<file path="src/rtl/burst_meter_pkg.sv">
// Shared types and default widths for the burst-length meter.
package burst_meter_pkg;

   localparam int LEN_W_DEF = 8;
   localparam int CNT_W_DEF = 16;

   typedef enum logic {
      IDLE = 1'b0,
      RUN  = 1'b1
   } state_t;

endpackage

</file>
<file path="src/rtl/burst_meter_hold.sv">
// Single-entry result holding register with valid/ready handshake and overflow drop pulse.
module burst_meter_hold #(
   parameter int LEN_W = 8
) (
   input  logic             clk,
   input  logic             rst_n,
   input  logic             load,
   input  logic [LEN_W:0]   data,
   input  logic             ready,
   output logic             valid,
   output logic [LEN_W:0]   q,
   output logic             drop
);

   always_ff @(posedge clk) begin
      if (!rst_n) begin
         valid <= 1'b0;
         q     <= '0;
         drop  <= 1'b0;
      end else begin
         drop <= 1'b0;
         if (load) begin
            // A result leaving on this edge frees the slot for the new one.
            if (!valid || ready) begin
               q     <= data;
               valid <= 1'b1;
            end else begin
               drop <= 1'b1;
            end
         end else if (valid && ready) begin
            valid <= 1'b0;
         end
      end
   end

endmodule

</file>
<file path="src/rtl/burst_meter.sv">
// Measures the length of runs on r (terminated by f) and offers each length downstream.
// Optional statistics counters are compiled in with BURST_METER_STATS_EN.
//
// state | meaning
// IDLE  | waiting for a run to start (r=1)
// RUN   | counting r cycles until the f end-of-run pulse
module burst_meter
   import burst_meter_pkg::*;
#(
   parameter int LEN_W = LEN_W_DEF,
   parameter int CNT_W = CNT_W_DEF
) (
   input  logic             clk,
   input  logic             rst_n,
   input  logic             r,
   input  logic             f,
   output logic [LEN_W-1:0] len,
   output logic             len_sat,
   output logic             len_valid,
   input  logic             len_ready,
   output logic             drop,
   output logic             proto_err
`ifdef BURST_METER_STATS_EN
   ,
   output logic [CNT_W-1:0] burst_cnt,
   output logic [CNT_W-1:0] drop_cnt
`endif
);

   localparam logic [LEN_W-1:0] CNT_MAX = '1;

   state_t           state, state_nxt;
   logic [LEN_W-1:0] cnt, cnt_nxt;
   logic             sat, sat_nxt;
   logic             perr_nxt;
   logic             load;
   logic [LEN_W:0]   hold_q;

   always_ff @(posedge clk) begin
      if (!rst_n) begin
         state     <= IDLE;
         cnt       <= '0;
         sat       <= 1'b0;
         proto_err <= 1'b0;
      end else begin
         state     <= state_nxt;
         cnt       <= cnt_nxt;
         sat       <= sat_nxt;
         proto_err <= perr_nxt;
      end
   end

   always_comb begin
      state_nxt = state;
      cnt_nxt   = cnt;
      sat_nxt   = sat;
      perr_nxt  = 1'b0;
      load      = 1'b0;
      case (state)
         IDLE: begin
            if (f) begin
               perr_nxt = 1'b1;
            end else if (r) begin
               state_nxt = RUN;
               cnt_nxt   = LEN_W'(1);
               sat_nxt   = 1'b0;
            end
         end
         RUN: begin
            case ({r, f})
               2'b10: begin
                  // sat marks a run longer than len can represent
                  if (cnt == CNT_MAX) sat_nxt = 1'b1;
                  else                cnt_nxt = cnt + LEN_W'(1);
               end
               2'b01: begin
                  load      = 1'b1;
                  state_nxt = IDLE;
                  cnt_nxt   = '0;
                  sat_nxt   = 1'b0;
               end
               default: begin
                  perr_nxt  = 1'b1;
                  state_nxt = IDLE;
                  cnt_nxt   = '0;
                  sat_nxt   = 1'b0;
               end
            endcase
         end
         default: state_nxt = IDLE;
      endcase
   end

   burst_meter_hold #(
      .LEN_W (LEN_W)
   ) u_hold (
      .clk   (clk),
      .rst_n (rst_n),
      .load  (load),
      .data  ({sat, cnt}),
      .ready (len_ready),
      .valid (len_valid),
      .q     (hold_q),
      .drop  (drop)
   );

   assign len     = hold_q[LEN_W-1:0];
   assign len_sat = hold_q[LEN_W];

`ifdef BURST_METER_STATS_EN
   always_ff @(posedge clk) begin
      if (!rst_n) begin
         burst_cnt <= '0;
         drop_cnt  <= '0;
      end else begin
         if (len_valid && len_ready) burst_cnt <= burst_cnt + CNT_W'(1);
         if (drop)                   drop_cnt  <= drop_cnt + CNT_W'(1);
      end
   end
`endif

`ifndef SYNTHESIS
   function automatic string state_name(state_t s);
      case (s)
         IDLE:    return "IDLE";
         RUN:     return "RUN";
         default: return "UNKNOWN";
      endcase
   endfunction
`endif

endmodule

</file>
<file path="config.mk">
export PLATFORM = sky130hd
export DESIGN_NAME = burst_meter
export DESIGN_NICKNAME = d
export VERILOG_FILES = /design/src/rtl/burst_meter_pkg.sv /design/src/rtl/burst_meter_hold.sv /design/src/rtl/burst_meter.sv
export SDC_FILE = /design/constraint.sdc
export NUM_CORES = 1
export LEC_CHECK = 0
export CAP_MARGIN = 40
export CORE_ASPECT_RATIO = 0.7
export CORE_MARGIN = 3
export CORE_UTILIZATION = 51
export CTS_CLUSTER_SIZE = 25
export DETAILED_ROUTE_END_ITERATION = 6
export PLACE_DENSITY = 0.77
export SLEW_MARGIN = 15
export SYNTH_ARGS = -nofsm -noshare
export SYNTH_HDL_FRONTEND = slang
export SYNTH_SLANG_ARGS = --single-unit
</file>
<file path="constraint.sdc">
create_clock -name clk -period 1.7 [get_ports clk]
set_input_delay 0.17 -clock clk [delete_from_list [all_inputs] [get_ports clk]]
set_output_delay 0.17 -clock clk [all_outputs]
set_load 0.1 [all_outputs]
</file>
==> results.rst, run 1 <==
.. list-table::
   :header-rows: 1

   * - Metric
     - Value
   * - Status
     - finished, final reports clean
   * - Critical Path Source
     - cnt[0]
   * - Area growth from synthesis to layout
     - 20.2%
   * - Post-CTS setup buffers
     - 0
   * - Slowest Stage Delay on Critical Path
     - 0.38 ns
   * - Clock tree root driver cell
     - clkbuf_4
   * - Total Power Consumption
     - 901 uW
   * - Violation count after the first detailed-route iteration
     - 67
   * - DRT antenna net count
     - 0
   * - Die Outline Area
     - 2710 um^2
   * - Internal Dissipation
     - 684 uW
   * - Leakage power
     - 0.000482 uW
   * - Number of antenna violations at the first check in global routing
     - 0
   * - Leading post-synthesis cells by cell area
     - dfxtp_1 41%, a21oi_1 5.6%, o21ai_0 5.1%, nand3_1 4.6%, ha_1 3.5%
   * - List of cells traversed by the critical path
     - ha_1, and4_1, a211oi_2, a2111oi_2
   * - Path type of the worst setup path
     - flop to flop
   * - Total track usage
     - 0.212
   * - Share of synthesized flip-flops with an asynchronous set or reset
     - 0
   * - Standard cell with the maximum stage delay on the critical path
     - and4_1
   * - Net switching power of the design
     - 217 uW
   * - Max Clock Freq
     - 0.662 GHz
   * - Worst hold start
     - sat
   * - Clk pin slew, worst setup/hold paths
     - 0.12 ns
   * - Number of enable flip-flop cells after synthesis
     - 0
   * - Endpoint arrival time on the critical path
     - 1.73 ns
   * - Primary FF master, synth
     - dfxtp_1
   * - Clock buffers created by TritonCTS
     - 3
   * - Commonest non-fill, non-tap cells in the layout
     - 24 x buf_4, 22 x dfxtp_1, 12 x a21oi_1
   * - Reg2reg path depth
     - 4
   * - Endpoint kind of the worst setup timing path
     - flop
   * - Global-route wire length before repair
     - 4170 um
   * - Combinational family with the most area after synthesis
     - compound AO/OA/AOI/OAI gates
   * - Final max-slew violation count
     - 0
   * - Global route overflow
     - 0
   * - Net count after synthesis
     - 134
   * - Warnings from Yosys
     - 0
   * - Nature of the critical path startpoint
     - flop
   * - Crit-path max FO
     - 6
   * - Maximum clock path buffer count
     - 2
   * - Post-synthesis sequential area ratio
     - 0.408
   * - Worst supply voltage drop on vdd
     - 492 uV
   * - Aggregate negative setup slack
     - 0 ns
   * - Area of the core
     - 1940 um^2
   * - Register-to-Register Setup Slack
     - 0.19 ns
   * - Chip Width
     - 61.0 um
   * - Starting density of the core
     - 0.557
   * - Post-DR wirelength/cell
     - 15.1 um
   * - Filler instances
     - 171
   * - Critical path's top delay family
     - compound AO/OA/AOI/OAI gates
   * - Hold buffer count at CTS
     - 0
   * - Routed vias
     - 1054
   * - Mux contribution to synthesized area
     - 0.00928
   * - Mean number of vias per cell
     - 6.20
   * - Detailed placement HPWL
     - 1950 um
   * - Std cell rows
     - 13
   * - Transition time at the pin with the least slew margin
     - 0.494 ns
   * - Post-synthesis cell count
     - 126
   * - Levels on crit path
     - 4
   * - Total setup violations reported at the end of the flow
     - 0
   * - Inserted Diodes
     - 0
   * - Fraction of the mapped netlist area in compound gates
     - 0.275
   * - Library cell with the largest summed area after synthesis
     - dfxtp_1
   * - Relative slew margins
     - 0.670
   * - Critical register-to-register path startpoint
     - cnt[0]
   * - Count of nets after finishing
     - 157
   * - Input/output buffers
     - 16
   * - Final setup skew
     - 0.00819 ns
   * - Flip-flop and latch count after synthesis
     - 22
   * - Power density relative to cell area
     - 695 nW/um^2
   * - Resize count post-CTS
     - 0
   * - Clock tree from TritonCTS
     - yes
   * - Synth Area in Simple Gates
     - 0.180
   * - Share of post-route cells with drive strength above 1
     - 0.209
   * - Arithmetic-cell share of the synthesized area counting full adders, half adders and majority gates
     - 0.0348
   * - Source-to-sink clock delay at the later pin of the worst-skew pair
     - 0.31 ns
   * - # H-tree levels
     - 1
   * - Chip Height
     - 44.5 um
   * - Switching fraction of total power
     - 0.241
   * - Clock power frac
     - 0.321
   * - Share of the synthesized netlist area taken by xor and xnor gates
     - 0
   * - Max-cap violations
     - 0
   * - Hold Crit Depth
     - 2
   * - DRC violations left
     - 0
   * - Required time at the endpoint of the critical path
     - 1.92 ns
   * - Buffer and inverter count on the worst path
     - 0
   * - Detailed-routing iteration count for the pre-antenna-repair pass
     - 4
   * - Synthesized area per cell
     - 8.56 um^2
   * - Area occupied by multi-input gates
     - 538 um^2
   * - Global placer's final weighted congestion
     - 0.940
   * - Share of the cycle needed by the critical path after routing
     - 0.888
   * - Minimum period implied by the final worst setup slack
     - 1.51 ns
   * - Sequential cell area
     - 440 um^2
   * - Number of library cell types mapped by synthesis
     - 40
   * - Final hold violation count
     - 0
   * - Hold crit path type
     - flop to flop
   * - Area share of the largest cell type after synthesis
     - 0.408
   * - Proportion of power drawn by combinational gates
     - 0.098
   * - Netlist area before placement
     - 1080 um^2
   * - Total wire length after detailed routing
     - 2570 um
   * - Most common library cell in the layout ignoring fill and taps
     - buf_4
   * - Number of global-route vias before repair
     - 879
   * - Unrepaired setup endpoints after global routing
     - no
   * - Number of clock sinks seen by CTS
     - 22
   * - Count of pins on the block boundary
     - 17
   * - Maximum number of pins on one net before global-route repair
     - 19
   * - Fraction of power consumed by sequential logic
     - 0.582
==> stage by stage <==
stage / area [um^2] / std cells / util / setup slack [ns] / hold WS, ns
2_1_floorplan: 1080 / 126 / - / 0.0000842 / 0.297
3_3_place_gp: 1260 / 166 / 0.651 / 0.0704 / 0.456
3_5_place_dp: 1260 / 166 / 0.651 / 0.0259 / 0.453
4_1_cts: 1300 / 170 / 0.670 / 0.207 / 0.475
5_1_grt: 1300 / 170 / 0.670 / 0.0518 / 0.516
6_report: 1300 / 170 / 0.670 / 0.190 / 0.475
==> worst paths after layout <==
| check | endpoint |
|---|---|
| setup / recovery | cnt[5] |
| hold / removal | sat |
| setup reg to reg | cnt[5] |
| hold reg to reg | sat |
==> cell usage after synthesis (all sizes together), types with 3 or more instances <==
| master | number |
|---|---|
| nand3 | 10 |
| nand2 | 8 |
| a31oi | 5 |
| inv | 8 |
| ha | 3 |
| a211oi | 5 |
| buf | 5 |
| dfxtp | 22 |
| a21oi | 12 |
| clkbuf | 5 |
| and2 | 3 |
| nand4 | 4 |
| o21ai | 11 |
==> logic make-up after synthesis <==
logic type	after synthesis
buffers and inverters	19
AOI/OAI and AO/OA	45
muxes	1
adders and majority gates	3
DFF	22
and+or+nand+nor	36
==> sequential cells by signal, indices dropped and copies added, names as in the netlist <==
signal	count
u_hold.q	9
cnt	8
proto_err	1
sat	1
state	1
u_hold.drop	1
u_hold.valid	1
==> final cells by class <==
| class | instances | share of cell area |
|---|---|---|
| flip-flops and latches | 22 | 0.340 |
| inverters | 9 | 0.0261 |
| multi-input cells | 85 | 0.415 |
| clock buffers | 4 | 0.0280 |
| well taps | 22 | 0.0212 |
| repair buffers | 28 | 0.170 |
==> tightest hold or removal path: stages, from the launching register on <==
cell,delay [ns]
dfxtp_1,0.33
inv_1,0.05
a211oi_1,0.06
==> power by group through the flow <==
stage	logic, uW	clock network [uW]	registers (uW)
2_1_floorplan	35.4	0	551
3_3_place_gp	86.4	0	536
3_5_place_dp	87.4	0	535
4_1_cts	87.5	294	524
5_1_grt	94.4	324	525
6_report	88.0	289	524
==> routing by layer <==
layer  wire length [um]  share of wire  track usage  vias to the layer above
li1                   -              -            -                      509
met1               1200           0.47        0.327                      485
met2               1100           0.43        0.269                       56
met3                257           0.10       0.0787                        4
met4                 14         0.0055       0.0563                        0
met5                  0              0            0                        -
(Power assumes the default switching activity.)
==> run 2, diff against run 1 <==
==> constraint.sdc (replaced) <==
create_clock -name clk -period 1.58 [get_ports clk]
set_input_delay 0.158 -clock clk [delete_from_list [all_inputs] [get_ports clk]]
set_output_delay 0.158 -clock clk [all_outputs]
set_load 0.1 [all_outputs]
==> run 2 against run 1 <==
Sequential power up 7.8%. Largest cell class unchanged. Core utilization up 10 points. Sequential cell count unchanged. Largest power group unchanged. Cell area up 15%.
==> results.rst, run 2 (synthesized netlist as in run 1, its figures left out) <==
.. list-table::
   :header-rows: 1

   * - Metric
     - Value
   * - Status
     - finished, final reports clean
   * - Number of global-route vias before repair
     - 1083
   * - Global route overflow
     - 0
   * - Std cell rows
     - 13
   * - Die Outline Area
     - 2710 um^2
   * - Switching fraction of total power
     - 0.251
   * - Total setup violations reported at the end of the flow
     - 0
   * - Chip Height
     - 44.5 um
   * - Most flops, register
     - u_hold.q
   * - Final hold violation count
     - 0
   * - Transition time at the pin with the least slew margin
     - 0.443 ns
   * - Max-cap violations
     - 0
   * - Routed vias
     - 1115
   * - Commonest non-fill, non-tap cells in the layout
     - 21 x dfxtp_1, 20 x buf_4, 12 x a21oi_1, 12 x buf_12, 11 x o21ai_0
   * - Met3 layer usage reported by global route
     - 0.0787
   * - Final setup skew
     - 0.00205 ns
   * - Register-to-Register Setup Slack
     - 0.14 ns
   * - Number of antenna violations at the first check in global routing
     - 0
   * - Relative slew margins
     - 0.704
   * - Largest registers in the final layout
     - u_hold.q x9, cnt x8
   * - Total wire length after detailed routing
     - 3030 um
   * - DRT antenna net count
     - 0
   * - Nature of the critical path startpoint
     - flop
   * - Unrepaired setup endpoints after global routing
     - no
   * - Max Clock Freq
     - 0.692 GHz
   * - Global-route wire length before repair
     - 5070 um
   * - Worst hold start
     - sat
   * - Detailed-routing iteration count for the pre-antenna-repair pass
     - 4
   * - Clock tree root driver cell
     - clkbuf_4
   * - Met1 routing resource usage after global routing
     - 0.343
   * - DRC violations left
     - 0
   * - Crit-path max FO
     - 6
   * - Clock tree from TritonCTS
     - yes
   * - Source-to-sink clock delay at the later pin of the worst-skew pair
     - 0.30 ns
   * - Power density relative to cell area
     - 622 nW/um^2
   * - Worst hold slack across all endpoints
     - 0.481 ns
   * - Share of post-route cells with drive strength above 1
     - 0.258
   * - Hold Crit Depth
     - 2
   * - Hold crit path type
     - flop to flop
   * - Clock power frac
     - 0.272
   * - Reg-to-Reg End
     - cnt[5]
   * - Clock buffers created by TritonCTS
     - 3
   * - Filler instances
     - 153
   * - Finished Cell Area
     - 1500 um^2
   * - Leakage power
     - 0.000551 uW
   * - Starting density of the core
     - 0.557
   * - Input/output buffers
     - 16
   * - Maximum number of pins on one net before global-route repair
     - 15
   * - Global placer's final weighted congestion
     - 0.973
   * - Critical register-to-register path startpoint
     - cnt[0]
   * - Max FFs per register
     - 9
   * - Endpoint arrival time on the critical path
     - 1.66 ns
   * - Share of the cycle needed by the critical path after routing
     - 0.914
   * - Area growth from synthesis to layout
     - 38.7%
   * - Mean number of vias per cell
     - 6.30
   * - Detailed placement HPWL
     - 2380 um
   * - Post-DR wirelength/cell
     - 17.1 um
   * - Minimum period implied by the final worst setup slack
     - 1.44 ns
   * - Path type of the worst setup path
     - flop to flop
   * - Worst supply voltage drop on vdd
     - 452 uV
   * - Most common library cell in the layout ignoring fill and taps
     - dfxtp_1
   * - Total Power Consumption
     - 931 uW
   * - Total track usage
     - 0.254
   * - Global-route layer with the greatest usage
     - met2
   * - Grt met2 use
     - 0.403
   * - Inserted Diodes
     - 0
   * - Worst Hold Endpoint
     - sat
   * - Net switching power of the design
     - 234 uW
   * - Final max-slew violation count
     - 0
   * - Clk pin slew, worst setup/hold paths
     - 0.11 ns
   * - Violation count after the first detailed-route iteration
     - 95
   * - Fraction of power consumed by sequential logic
     - 0.607
   * - Endpoint kind of the worst setup timing path
     - flop
   * - Reg2reg path depth
     - 4
   * - # H-tree levels
     - 1
   * - Post-DP Area
     - 1470 um^2
   * - Count of pins on the block boundary
     - 17
   * - Number of clock sinks seen by CTS
     - 22
   * - Area of the core
     - 1940 um^2
   * - Maximum clock path buffer count
     - 2
   * - Count of nets after finishing
     - 165
   * - Chip Width
     - 61.0 um
   * - Required time at the endpoint of the critical path
     - 1.79 ns
   * - Proportion of power drawn by combinational gates
     - 0.121
   * - Internal Dissipation
     - 697 uW
==> run 2: cell type report <==
cell class	count	area (um^2)	share of cell area
clock buffers	3	22.5	0.0151
inverters	9	33.8	0.0226
multi-input cells	85	541	0.361
well taps	22	27.5	0.0184
repair buffers	36	430	0.288
flip-flops and latches	22	442	0.295
==> run 2: repair_timing <==
| item | CTS | global route |
|---|---|---|
| hold buffers | 0 | 0 |
| resized for setup | 0 | 2 |
| endpoints found under the setup margin | 0 | 1 |
| buffers inserted | 0 | 0 |
==> run 2: worst max-delay path by stage <==
stage | cells after the start | end | start
finish | 4 | cnt[5] | cnt[0]
global placement | 5 | cnt[2] | f
detailed placement | 7 | u_hold.q[8] | r
CTS | 4 | cnt[5] | cnt[0]
global route | 4 | cnt[5] | cnt[0]
floorplan | 5 | cnt[5] | cnt[1]
==> run 2: through the flow <==
stage,worst slack [ns],instances,setup TNS [ns],utilization
final,0.135,177,0,0.773
after CTS,0.0487,177,0,0.772
after floorplan,0.128,126,0,-
after global placement,-0.101,174,-0.101,0.760
after detailed placement,-0.0831,174,-0.767,0.760
after global routing,0.0431,177,0,0.773
==> run 2: layer usage <==
layer	wire, um	part of all wire	up-vias
met5	0	0	-
met4	11	0.0036	0
met3	323	0.11	2
met2	1390	0.46	66
met1	1300	0.43	519
li1	-	-	528
==> run 2: power groups by stage <==
stage                     logic, uW  clock network (uW)  registers (uW)
after global routing            122                 290             566
after CTS                       111                 268             565
after floorplan                38.1                   0             593
final                           113                 253             565
after detailed placement        111                   0             578
after global placement          108                   0             577
==> run 2: critical path, cell delays in order, from the launching register on <==
cell and delay (ns):
dfxtp_1 0.35, ha_1 0.26, and4_4 0.31, a211oi_2 0.09, a2111oi_2 0.35
